<file path="src/rtl/wb_uart_pkg.sv">
// Shared constants and types for the Wishbone UART transmitter.
package wb_uart_pkg;

  // Register offsets, word index taken from adr[3:2]
  localparam logic [1:0] OFS_DATA   = 2'd0;
  localparam logic [1:0] OFS_STATUS = 2'd1;
  localparam logic [1:0] OFS_DIV    = 2'd2;
  localparam logic [1:0] OFS_CTRL   = 2'd3;

  // STATUS bit positions
  localparam int STS_BUSY    = 0;
  localparam int STS_EMPTY   = 1;
  localparam int STS_FULL    = 2;
  localparam int STS_OVF     = 3;
  localparam int STS_LVL_LSB = 4;

  // CTRL bit positions
  localparam int CTRL_EN     = 0;
  localparam int CTRL_IRQ_EN = 1;

  // Reset values
  localparam int         DIV_RST  = 207;
  localparam logic [1:0] CTRL_RST = 2'b00;

  // Serialiser states
  typedef enum logic [1:0] {
    IDLE  = 2'd0,
    START = 2'd1,
    DATA  = 2'd2,
    STOP  = 2'd3
  } tx_state_e;

endpackage

</file>
<file path="src/rtl/wb_uart_if.sv">
// Wishbone classic slave bundle between the management SoC and the UART.
interface wb_uart_if;
  logic        wbs_stb_i;
  logic        wbs_cyc_i;
  logic        wbs_we_i;
  logic [3:0]  wbs_sel_i;
  logic [31:0] wbs_adr_i;
  logic [31:0] wbs_dat_i;
  logic        wbs_ack_o;
  logic [31:0] wbs_dat_o;

  modport slave (
    input  wbs_stb_i, wbs_cyc_i, wbs_we_i, wbs_sel_i, wbs_adr_i, wbs_dat_i,
    output wbs_ack_o, wbs_dat_o
  );

  modport master (
    output wbs_stb_i, wbs_cyc_i, wbs_we_i, wbs_sel_i, wbs_adr_i, wbs_dat_i,
    input  wbs_ack_o, wbs_dat_o
  );
endinterface

</file>
<file path="src/rtl/wb_uart_fifo.sv">
// Synchronous first-word-fall-through FIFO; pushes while full are dropped.
module wb_uart_fifo #(
  parameter int DEPTH = 8,
  parameter int WIDTH = 8
) (
  input  logic                   i_clk,
  input  logic                   i_rst_n,
  input  logic                   i_push,
  input  logic [WIDTH-1:0]       i_wdata,
  input  logic                   i_pop,
  output logic [WIDTH-1:0]       o_rdata,
  output logic                   o_full,
  output logic                   o_empty,
  output logic [$clog2(DEPTH):0] o_level
);
  localparam int            AW       = $clog2(DEPTH);
  localparam logic [AW:0]   FULL_CNT = DEPTH[AW:0];

  logic [WIDTH-1:0] r_mem [DEPTH];
  logic [AW-1:0]    r_wr_ptr;
  logic [AW-1:0]    r_rd_ptr;
  logic [AW:0]      r_count;
  logic             w_push_ok;
  logic             w_pop_ok;

  // full/empty come straight from the registered count, so a push on the
  // same edge as a pop from a full FIFO is still rejected
  assign o_full    = (r_count == FULL_CNT);
  assign o_empty   = (r_count == '0);
  assign o_level   = r_count;
  assign o_rdata   = r_mem[r_rd_ptr];
  assign w_push_ok = i_push && !o_full;
  assign w_pop_ok  = i_pop && !o_empty;

  // Storage array; contents need no reset, pointers define validity
  always_ff @(posedge i_clk) begin
    if (w_push_ok) r_mem[r_wr_ptr] <= i_wdata;
  end

  // Pointer and occupancy tracking; reset flushes the queue
  always_ff @(posedge i_clk) begin
    if (!i_rst_n) begin
      r_wr_ptr <= '0;
      r_rd_ptr <= '0;
      r_count  <= '0;
    end else begin
      if (w_push_ok) r_wr_ptr <= r_wr_ptr + 1'b1;
      if (w_pop_ok)  r_rd_ptr <= r_rd_ptr + 1'b1;
      case ({w_push_ok, w_pop_ok})
        2'b10:   r_count <= r_count + 1'b1;
        2'b01:   r_count <= r_count - 1'b1;
        default: r_count <= r_count;
      endcase
    end
  end

endmodule

</file>
<file path="src/rtl/wb_uart_tx.sv">
// Wishbone-slave 8N1 UART transmitter: register block, TX FIFO, baud FSM.
module wb_uart_tx
  import wb_uart_pkg::*;
#(
  parameter logic [31:0] BASE_ADR   = 32'h3000_0000,
  parameter int          FIFO_DEPTH = 8,
  parameter int          DIV_WIDTH  = 16
) (
  input  logic     wb_clk_i,
  input  logic     wb_rst_ni,
  wb_uart_if.slave wbs,
  output logic     tx_o,
  output logic     tx_oeb_o,
  output logic     irq_o
);
  localparam int LVL_W = $clog2(FIFO_DEPTH) + 1;

  // Bus side
  logic                 w_req;
  logic                 w_acc;
  logic                 w_wr;
  logic [1:0]           w_ofs;
  logic                 w_push;
  logic [31:0]          w_rdata;
  logic [31:0]          w_div_merge;
  logic                 w_unused;
  logic                 r_ack;
  logic [31:0]          r_dat;

  // Registers
  logic [DIV_WIDTH-1:0] r_div;
  logic                 r_en;
  logic                 r_irq_en;
  logic                 r_ovf;
  logic                 r_oeb;
  logic                 r_irq;

  // FIFO
  logic [7:0]           w_fifo_rdata;
  logic                 w_full;
  logic                 w_empty;
  logic [LVL_W-1:0]     w_level;

  // Serialiser
  tx_state_e            r_state;
  tx_state_e            w_state_nxt;
  logic [DIV_WIDTH-1:0] r_cnt;
  logic [2:0]           r_bit;
  logic [7:0]           r_shift;
  logic                 r_tx;
  logic                 w_tick;
  logic                 w_pop;
  logic                 w_reload;
  logic                 w_shift_en;
  logic                 w_tx_nxt;

  // A request is only accepted when ack is low, which both limits ack to one
  // cycle and keeps it from firing on back-to-back cycles
  assign w_req  = wbs.wbs_stb_i && wbs.wbs_cyc_i &&
                  (wbs.wbs_adr_i[31:4] == BASE_ADR[31:4]);
  assign w_acc  = w_req && !r_ack;
  assign w_wr   = w_acc && wbs.wbs_we_i;
  assign w_ofs  = wbs.wbs_adr_i[3:2];
  assign w_push = w_wr && (w_ofs == OFS_DATA) && wbs.wbs_sel_i[0];

  // Address bits below the word and bus bits beyond the registers are ignored
  assign w_unused = ^{wbs.wbs_adr_i[1:0], w_div_merge};

  assign wbs.wbs_ack_o = r_ack;
  assign wbs.wbs_dat_o = r_dat;
  assign tx_o          = r_tx;
  assign tx_oeb_o      = r_oeb;
  assign irq_o         = r_irq;

  wb_uart_fifo #(
    .DEPTH (FIFO_DEPTH),
    .WIDTH (8)
  ) u_fifo (
    .i_clk   (wb_clk_i),
    .i_rst_n (wb_rst_ni),
    .i_push  (w_push),
    .i_wdata (wbs.wbs_dat_i[7:0]),
    .i_pop   (w_pop),
    .o_rdata (w_fifo_rdata),
    .o_full  (w_full),
    .o_empty (w_empty),
    .o_level (w_level)
  );

  // DIV write honours byte lanes; lanes above DIV_WIDTH fall off on commit
  always_comb begin
    w_div_merge = 32'(r_div);
    for (int b = 0; b < 4; b++)
      if (wbs.wbs_sel_i[b]) w_div_merge[8*b +: 8] = wbs.wbs_dat_i[8*b +: 8];
  end

  // Read mux; unused bits and the write-only DATA register read as zero
  always_comb begin
    w_rdata = '0;
    case (w_ofs)
      OFS_STATUS: begin
        w_rdata[STS_BUSY]            = (r_state != IDLE);
        w_rdata[STS_EMPTY]           = w_empty;
        w_rdata[STS_FULL]            = w_full;
        w_rdata[STS_OVF]             = r_ovf;
        w_rdata[STS_LVL_LSB +: 4]    = 4'(w_level);
      end
      OFS_DIV:  w_rdata[DIV_WIDTH-1:0] = r_div;
      OFS_CTRL: begin
        w_rdata[CTRL_EN]     = r_en;
        w_rdata[CTRL_IRQ_EN] = r_irq_en;
      end
      default:  w_rdata = '0;
    endcase
  end

  // Bus handshake, register writes and registered pad/irq outputs
  always_ff @(posedge wb_clk_i) begin
    if (!wb_rst_ni) begin
      r_ack    <= 1'b0;
      r_dat    <= '0;
      r_div    <= DIV_WIDTH'(DIV_RST);
      r_en     <= CTRL_RST[CTRL_EN];
      r_irq_en <= CTRL_RST[CTRL_IRQ_EN];
      r_ovf    <= 1'b0;
      r_oeb    <= 1'b1;
      r_irq    <= 1'b0;
    end else begin
      r_ack <= w_acc;
      r_dat <= (w_acc && !wbs.wbs_we_i) ? w_rdata : '0;
      if (w_push && w_full)
        r_ovf <= 1'b1;
      else if (w_wr && (w_ofs == OFS_STATUS) && wbs.wbs_sel_i[0] &&
               wbs.wbs_dat_i[STS_OVF])
        r_ovf <= 1'b0;
      if (w_wr && (w_ofs == OFS_DIV))
        r_div <= w_div_merge[DIV_WIDTH-1:0];
      if (w_wr && (w_ofs == OFS_CTRL) && wbs.wbs_sel_i[0]) begin
        r_en     <= wbs.wbs_dat_i[CTRL_EN];
        r_irq_en <= wbs.wbs_dat_i[CTRL_IRQ_EN];
      end
      r_oeb <= ~r_en;
      r_irq <= r_irq_en && w_empty && (r_state == IDLE);
    end
  end

  assign w_tick = (r_cnt == '0);

  // FSM state register
  always_ff @(posedge wb_clk_i) begin
    if (!wb_rst_ni) r_state <= IDLE;
    else            r_state <= w_state_nxt;
  end

  // FSM next state; STOP chains straight into START when more data waits
  always_comb begin
    w_state_nxt = r_state;
    case (r_state)
      IDLE:    if (r_en && !w_empty)          w_state_nxt = START;
      START:   if (w_tick)                    w_state_nxt = DATA;
      DATA:    if (w_tick && r_bit == 3'd7)   w_state_nxt = STOP;
      STOP:    if (w_tick) w_state_nxt = (r_en && !w_empty) ? START : IDLE;
      default:                                w_state_nxt = IDLE;
    endcase
  end

  // FSM outputs: pop on frame start, counter reload at bit boundaries, and
  // the line level for the coming cycle so tx_o can be a flop
  always_comb begin
    w_pop      = (w_state_nxt == START) && (r_state != START);
    w_reload   = w_pop || ((r_state != IDLE) && w_tick);
    w_shift_en = (r_state == DATA) && w_tick;
    case (w_state_nxt)
      START:   w_tx_nxt = 1'b0;
      DATA:    w_tx_nxt = w_shift_en ? r_shift[1] : r_shift[0];
      default: w_tx_nxt = 1'b1;
    endcase
  end

  // Baud down-counter, bit index, shift register and line flop; DIV is
  // sampled only on reload so a mid-frame change lands on the next bit
  always_ff @(posedge wb_clk_i) begin
    if (!wb_rst_ni) begin
      r_cnt   <= '0;
      r_bit   <= '0;
      r_shift <= '0;
      r_tx    <= 1'b1;
    end else begin
      r_tx <= w_tx_nxt;
      if (w_reload)     r_cnt <= r_div;
      else if (!w_tick) r_cnt <= r_cnt - 1'b1;
      if (w_pop) begin
        r_shift <= w_fifo_rdata;
        r_bit   <= '0;
      end else if (w_shift_en) begin
        r_shift <= {1'b0, r_shift[7:1]};
        r_bit   <= r_bit + 3'd1;
      end
    end
  end

endmodule

</file>
<file path="src/flat_wrapper.sv">
// flat-port wrapper written by rule: the top's interface ports become plain ports
module wb_uart_tx_flat import wb_uart_pkg::*;
#(
  parameter logic [31:0] BASE_ADR   = 32'h3000_0000,
  parameter int          FIFO_DEPTH = 8,
  parameter int          DIV_WIDTH  = 16
)
  (wb_clk_i, wb_rst_ni, tx_o, tx_oeb_o, irq_o, wbs_wbs_stb_i, wbs_wbs_cyc_i, wbs_wbs_we_i, wbs_wbs_sel_i, wbs_wbs_adr_i, wbs_wbs_dat_i, wbs_wbs_ack_o, wbs_wbs_dat_o);
  wb_uart_if wbs_i ();
  input  logic wb_clk_i;
  input  logic wb_rst_ni;
  output logic tx_o;
  output logic tx_oeb_o;
  output logic irq_o;
  input wire logic [$bits(wbs_i.wbs_stb_i)-1:0] wbs_wbs_stb_i;
  input wire logic [$bits(wbs_i.wbs_cyc_i)-1:0] wbs_wbs_cyc_i;
  input wire logic [$bits(wbs_i.wbs_we_i)-1:0] wbs_wbs_we_i;
  input wire logic [$bits(wbs_i.wbs_sel_i)-1:0] wbs_wbs_sel_i;
  input wire logic [$bits(wbs_i.wbs_adr_i)-1:0] wbs_wbs_adr_i;
  input wire logic [$bits(wbs_i.wbs_dat_i)-1:0] wbs_wbs_dat_i;
  output wire logic [$bits(wbs_i.wbs_ack_o)-1:0] wbs_wbs_ack_o;
  output wire logic [$bits(wbs_i.wbs_dat_o)-1:0] wbs_wbs_dat_o;
  assign wbs_i.wbs_stb_i = wbs_wbs_stb_i;
  assign wbs_i.wbs_cyc_i = wbs_wbs_cyc_i;
  assign wbs_i.wbs_we_i = wbs_wbs_we_i;
  assign wbs_i.wbs_sel_i = wbs_wbs_sel_i;
  assign wbs_i.wbs_adr_i = wbs_wbs_adr_i;
  assign wbs_i.wbs_dat_i = wbs_wbs_dat_i;
  assign wbs_wbs_ack_o = wbs_i.wbs_ack_o;
  assign wbs_wbs_dat_o = wbs_i.wbs_dat_o;
  wb_uart_tx #(.BASE_ADR(BASE_ADR), .FIFO_DEPTH(FIFO_DEPTH), .DIV_WIDTH(DIV_WIDTH)) u_core (.wb_clk_i(wb_clk_i), .wb_rst_ni(wb_rst_ni), .wbs(wbs_i), .tx_o(tx_o), .tx_oeb_o(tx_oeb_o), .irq_o(irq_o));
endmodule
</file>
<file path="config.mk">
export PLATFORM = sky130hd
export DESIGN_NAME = wb_uart_tx_flat
export DESIGN_NICKNAME = d
export VERILOG_FILES = /design/src/rtl/wb_uart_pkg.sv /design/src/rtl/wb_uart_if.sv /design/src/rtl/wb_uart_fifo.sv /design/src/rtl/wb_uart_tx.sv /design/src/flat_wrapper.sv
export SDC_FILE = /design/constraint.sdc
export NUM_CORES = 1
export LEC_CHECK = 0
export BUFFER_PORTS_ARGS = -buffer_cell sky130_fd_sc_hd__clkbuf_2
export CAP_MARGIN = 25
export CORE_AREA = 2 2 136 138
export DETAILED_ROUTE_END_ITERATION = 7
export DIE_AREA = 0 0 138 140
export GPL_TIMING_DRIVEN = 1
export PLACE_DENSITY = 0.58
export SYNTH_ARGS = -nofsm -noshare
export SYNTH_HDL_FRONTEND = slang
export SYNTH_SLANG_ARGS = --single-unit
</file>
<file path="constraint.sdc">
create_clock -name wb_clk_i -period 4.35 [get_ports wb_clk_i]
set_input_delay 0.87 -clock wb_clk_i [delete_from_list [all_inputs] [get_ports wb_clk_i]]
set_output_delay 0.87 -clock wb_clk_i [all_outputs]
set_load 0.05 [all_outputs]
</file>
* Word-level counts from Yosys, hierarchy flattened
Memory sizes are Yosys's and may differ from the RTL's. A register that Yosys moved wholly into a read port is not among the register bits. Cells that the tools add are included.
Storage, ports and cells: latch bits 0, RAM bits 64, bits in registers 94, input port bits 73, memories 1, logic and storage cells 105, memory bits (read-only) 0, output and inout port bits 36
Cells by class: bitwise logic cells 2, equality and inequality tests 15, shift operators 0, add/subtract/negate cells 6, $lt $le $gt $ge 0, multipliers 0, muxes and demuxes 21, divide/modulo/power cells 0, reduce and logical (&&, ||, !) cells 41
Memory list:
- u_core.u_fifo.r_mem | depth 8, bits a word 8, read ports 1, clocked after Yosys merged registers in 1, write ports 1, line wb_uart_fifo.sv:19 | logic [WIDTH-1:0] r_mem [DEPTH];
Operators by type and width (number):
- $mux 16 | 2
- $eq 28x26->1 const B | 1
- $logic_and 1x1->1 | 23
- $logic_not 16->1 | 1
- $mux 8 | 2
- $sub 16x1->16 const B | 1
- $eq 2x2->1 const B | 6
- $pmux 6 s2 | 1
- $add 3x1->3 const B | 3
- $eq 2x1->1 const B | 4
- $mux 2 | 4
- $pmux 2 s4 | 1
- $pmux 4 s2 | 1
- $reduce_bool 2->1 | 4
- $mux 1 | 6
- $mux 3 | 2
- $pmux 2 s3 | 1
- $reduce_and 2->1 | 3
- $add 4x1->4 const B | 1
- $eq 4x4->1 const B | 1
- $logic_not 1->1 | 4
- $logic_not 2->1 | 2
- $logic_not 4->1 | 1
- $sub 4x1->4 const B | 1
- other kinds (8) | 9

* Logic depth before layout (Yosys ltp)
word-level depth 11, depth in mapped cells 13, gate-level depth less buffers 12

* By module
A second synthesis with hierarchy kept.
Unflattened totals: cell total of the unflattened synthesis 518, area total of the unflattened synthesis 6332.3 µm²
By module, submodules not included:
- wb_uart_tx | cells an instance 351, area each 3230.6 µm², instances 1, sequential area each 1361.3 µm²
- wb_uart_fifo | cells an instance 167, area each 3101.7 µm², instances 1, sequential area each 2182.1 µm²

* Worst setup path before layout
No wires, ideal clock.
path type input-to-reg, start point in wbs_wbs_adr_i[12], end point reg u_core.u_fifo.r_count[2] (netlist: u_core.u_fifo.o_level[2]), path buffers 0, stages on the path 11, setup time 71 ps, arrival 3238 ps, data required time 4279 ps, slack 1041 ps, cell sequence nor4_1 -> nand4_2 -> nor4_4 -> inv_1 -> ha_1 -> xor2_1 -> ha_1 -> a21oi_1 -> xor2_1 -> or3_1 -> a21oi_1
On the way: longest elaborated chain between the ends 9, elaborated cells on any way between the ends 11, those cells by class eq/ne: 3; mux: 1; reduce/logical: 7
RTL lines:
- start: declaration | line flat_wrapper.sv:19 | input wire logic [$bits(wbs_i.wbs_adr_i)-1:0] wbs_wbs_adr_i;
- $eq 28x26->1 (*) | line wb_uart_tx.sv:60 | (wbs.wbs_adr_i[31:4] == BASE_ADR[31:4]);
- $logic_and 1x1->1 (*) | line wb_uart_tx.sv:59 | assign w_req = wbs.wbs_stb_i && wbs.wbs_cyc_i &&
- $logic_and 1x1->1 (*) | line wb_uart_tx.sv:61 | assign w_acc = w_req && !r_ack;
- $logic_and 1x1->1 (*) | line wb_uart_tx.sv:62 | assign w_wr = w_acc && wbs.wbs_we_i;
- $logic_and 1x1->1 (*) (2 in series) | line wb_uart_tx.sv:64 | assign w_push = w_wr && (w_ofs == OFS_DATA) && wbs.wbs_sel_i[0];
- $logic_and 1x1->1 (*) | line wb_uart_fifo.sv:32 | assign w_push_ok = i_push && !o_full;
- $eq 2x1->1 / $eq 2x2->1 (equally long branches) | line wb_uart_fifo.sv:49 | case ({w_push_ok, w_pop_ok})
- $pmux 4 s2 / $reduce_bool 2->1 (equally long branches)
- end signal: assignment | line wb_uart_fifo.sv:50 | 2'b10: r_count <= r_count + 1'b1;
- end signal: assignment | line wb_uart_fifo.sv:51 | 2'b01: r_count <= r_count - 1'b1;
- end signal: assignment | line wb_uart_fifo.sv:52 | default: r_count <= r_count;
- end: declaration | line wb_uart_fifo.sv:22 | logic [AW:0] r_count;
Every way passes the cells marked *; elsewhere a longest branch is shown, timed or not. A chain may end at the register's enable or synchronous reset.

* Worst setup path in the final report
start point in wbs_wbs_adr_i[5], end point reg u_core.u_fifo.r_count[2] (netlist: u_core.u_fifo.o_level[2])
The elaborated chain is that of the path after synthesis.

==> out/metrics.csv <==
stage,metric,value,unit
sta,Worst slew margin,41.6,%
placement,RD Place Congestion,0.804,
floorplan,Die Height,140,um
finish,synthesis-to-finish area growth,18.0,%
sta,Least-Margin Pin Slew,873,ps
routing,DR pass1 iterations,4,
placement,# port buffers,72,
routing,vias,4011,
clocking,"Clk pin slew, worst setup/hold paths",60,ps
placement,Detailed Place HPWL,8940,um
finish,Inserted Diodes,0,
logic_synthesis,syn avg cell area,12.3,sq um
setup_path,critical path arrival,3720,ps
sta,Tcrit/Tclk final,77.4,%
sta,"Hold Vio Cnt, Final",0,
routing,vias per cell,4.90,
routing,drt first-iter violations,186,
finish,number of filler cells placed in the layout,1653,
setup_path,CP endpoint kind,register,
placement,Placed Cells,787,
logic_synthesis,post-synthesis cell count,504,
setup_path,Required @ worst endpoint,4700,ps
logic_synthesis,ys async rst share,0,%
clocking,CTS Hold Buffers Added,0,
pwr,register share of total power,44.4,%
floorplan,chip width,138,um
sta,Clock Skew,5.67,ps
setup_path,Setup crit start kind,input pin,
grt,vias in the first global route,4062,
routing,DRT Wirelength,12800,um
floorplan,row count,49,
placement,placed cell area,6710,sq um
sta,final hold slack,464,ps
grt,M3 GR Usage,3.76,%
logic_synthesis,"Top FF cell, synth",dfxtp_1,
floorplan,full die area,19300,sq um
grt,GRT met1 Usage,16.4,%
grt,largest net degree at the start of global routing,38,
pwr,switching pwr,861,uW
finish,Post-layout nets,663,
grt,GRT busiest layer,met2,
logic_synthesis,Synth top area share,31.0,%
floorplan,core area,17800,sq um
clocking,clk sinks,145,
pwr,Comb power frac,12.6,%
grt,first-pass GRT wire length,20600,um
clocking,clock buffer depth,2,
grt,Tot GR Track Use,13.6,%
clocking,CTS tree,done,
status,status,finished clean,
grt,grt ovf,0,
finish,final std cells w/o fill,819,
pwr,Clk pwr share,42.9,%
routing,Routed Antenna Nets,0,
clocking,"Setup Fix Bufs, Post-CTS",0,
logic_synthesis,Synth top cells by count,"dfxtp_1 (81), edfxtp_1 (64), nor2_1 (49), nand2_1 (40), mux2i_1 (27)",
floorplan,initial core utilization,34.8,%
routing,# DRC,0,
routing,Routed WL per cell,15.6,um
sta,total negative slack,0,ps
sta,Final setup viols,0,
clocking,post_cts resized,0,
pwr,Pint,2.55,mW
sta,unrepaired setup endpoints after global routing,no,
sta,fmax,0.297,GHz
finish,cell area after layout,7300,sq um
sta,max-slew violations,0,
pwr,PwrDens,467,nW/um^2
sta,min Tclk post-route,3370,ps
clocking,Root Buffer,clkbuf_16,
setup_path,CP Class,in -> reg,
grt,initial antenna violation count,0,
clocking,CTS H-tree depth,4,
logic_synthesis,"area leader, netlist",edfxtp_1,
logic_synthesis,cell with the most instances after synthesis,dfxtp_1,
flow_run,MaxCap Viol Count,0,
logic_synthesis,number of synthesized flops with an enable pin,64,
pwr,Switching Share,25.2,%
pwr,Max VDD drop,278,uV
floorplan,num ports,109,
clocking,CTS buffer count,17,
pwr,Leak,2.77,nW
clocking,insertion delay to the later sink of the worst-skew pair,420,ps
logic_synthesis,Post-Syn Area,6190,sq um
setup_path,"Max FO, Critical Path",6,
logic_synthesis,largest cells by area after synthesis,"edfxtp_1 (31%), dfxtp_1 (26%), mux4_2 (5.8%)",
grt,M2 GR Usage,23.2,%
hold_path,Worst Hold Class,reg -> reg,
finish,layout cells sized above 1,24.2,%
logic_synthesis,Ys Warns,0,
logic_synthesis,sequential fraction of the synthesis area,57.2,%
logic_synthesis,"flops & latches, synth",145,
logic_synthesis,count of different cell masters after synthesis,57,
[sequential cells by signal, summed over array words and instances, names as in the netlist, named ones only]
signal and flops:
u_core.r_state 2, u_core.u_fifo.r_rd_ptr 3, u_core.r_cnt 16, u_core.u_fifo.o_level 4, u_core.u_fifo.r_mem 64, u_core.r_irq_en 1, u_core.wbs.wbs_dat_o 16, u_core.tx_oeb_o 1
u_core.r_shift 8, u_core.r_div 16, u_core.r_en 1, u_core.wbs.wbs_ack_o 1, u_core.u_fifo.r_wr_ptr 3, u_core.tx_o 1, u_core.irq_o 1, u_core.r_ovf 1
u_core.r_bit 3
[layout make-up]
type / count / area, sq um / share of cell area, %
Inverter: 9 / 33.8 / 0.462
Tap cell: 229 / 287 / 3.92
Sequential cell: 145 / 3540 / 48.5
Multi-Input combinational cell: 324 / 2420 / 33.1
Timing Repair Buffer: 80 / 428 / 5.86
Clock buffer: 19 / 433 / 5.93
Clock inverter: 13 / 160 / 2.19
[through the flow]
| stage | power, mW | setup slack, ps | utilization, % |
|---|---|---|---|
| floorplan | 1.89 | 1040 | - |
| global placement | 1.96 | 680 | 37.7 |
| detailed placement | 1.97 | 548 | 37.7 |
| CTS | 3.44 | 999 | 41.1 |
| global route | 3.55 | 710 | 41.1 |
| finish | 3.41 | 983 | 41.1 |
[layout by cell type (no fill, tap or decap), drive strengths merged, types with 6 or more instances in the layout]
master	synthesis	final
a21oi	16	16
a22oi	13	13
and3	10	10
buf	30	8
clkbuf	11	91
clkinv	0	6
conb	1	16
dfxtp	81	81
edfxtp	64	64
ha	13	13
inv	9	12
mux2	8	8
mux2i	27	27
mux4	16	16
nand2	40	40
nand2b	8	8
nand3	8	8
nor2	49	49
nor3	9	9
nor4	13	13
o21a	7	7
o21ai	8	8
o2bb2ai	6	6
xnor2	11	11
xor2	11	11
[cell families after synthesis]
group | after synthesis | share of synthesized area, %
simple gates | 163 | 14.2
flops | 145 | 57.2
compound gates | 59 | 6.57
mux | 51 | 11.6
buf+inv | 50 | 4.57
xor+xnor | 22 | 3.11
fa+ha+maj | 13 | 2.63
other cells | 1 | 0.0606
[power groups by stage]
stage               combinational, mW  sequential, mW  clock (mW)
floorplan                       0.351            1.54           0
global placement                0.417            1.54           0
detailed placement              0.428            1.54           0
CTS                             0.433            1.52        1.49
global route                    0.482            1.52        1.55
finish                          0.431            1.52        1.47
[final timing paths]
check,startpoint,end,slack [ps],depth (start not counted)
hold / removal,u_core.r_bit[2],u_core.r_bit[2],460,2
hold reg to reg,u_core.r_bit[2],u_core.r_bit[2],460,2
setup reg to reg,u_core.r_cnt[0],u_core.u_fifo.o_level[2],1060,13
setup / recovery,wbs_wbs_adr_i[5],u_core.u_fifo.o_level[2],980,12
[routing by layer]
| layer | vias to the layer above | part of all wire [%] |
|---|---|---|
| li1 | 1959 | - |
| met1 | 1937 | 46 |
| met2 | 100 | 49 |
| met3 | 15 | 3.8 |
| met4 | 0 | 1.9 |
| met5 | - | 0 |
[critical path, cell delays in order]
cell and delay [ps]:
clkbuf_2 80, nor4bb_1 340, nand4_2 340, nor4_4 530, inv_1 180, ha_1 300
xor2_1 170, ha_1 200, a21oi_1 150, xor2_1 100, or3_1 310, a21oi_1 140
Power figures use the tool's default switching activity.
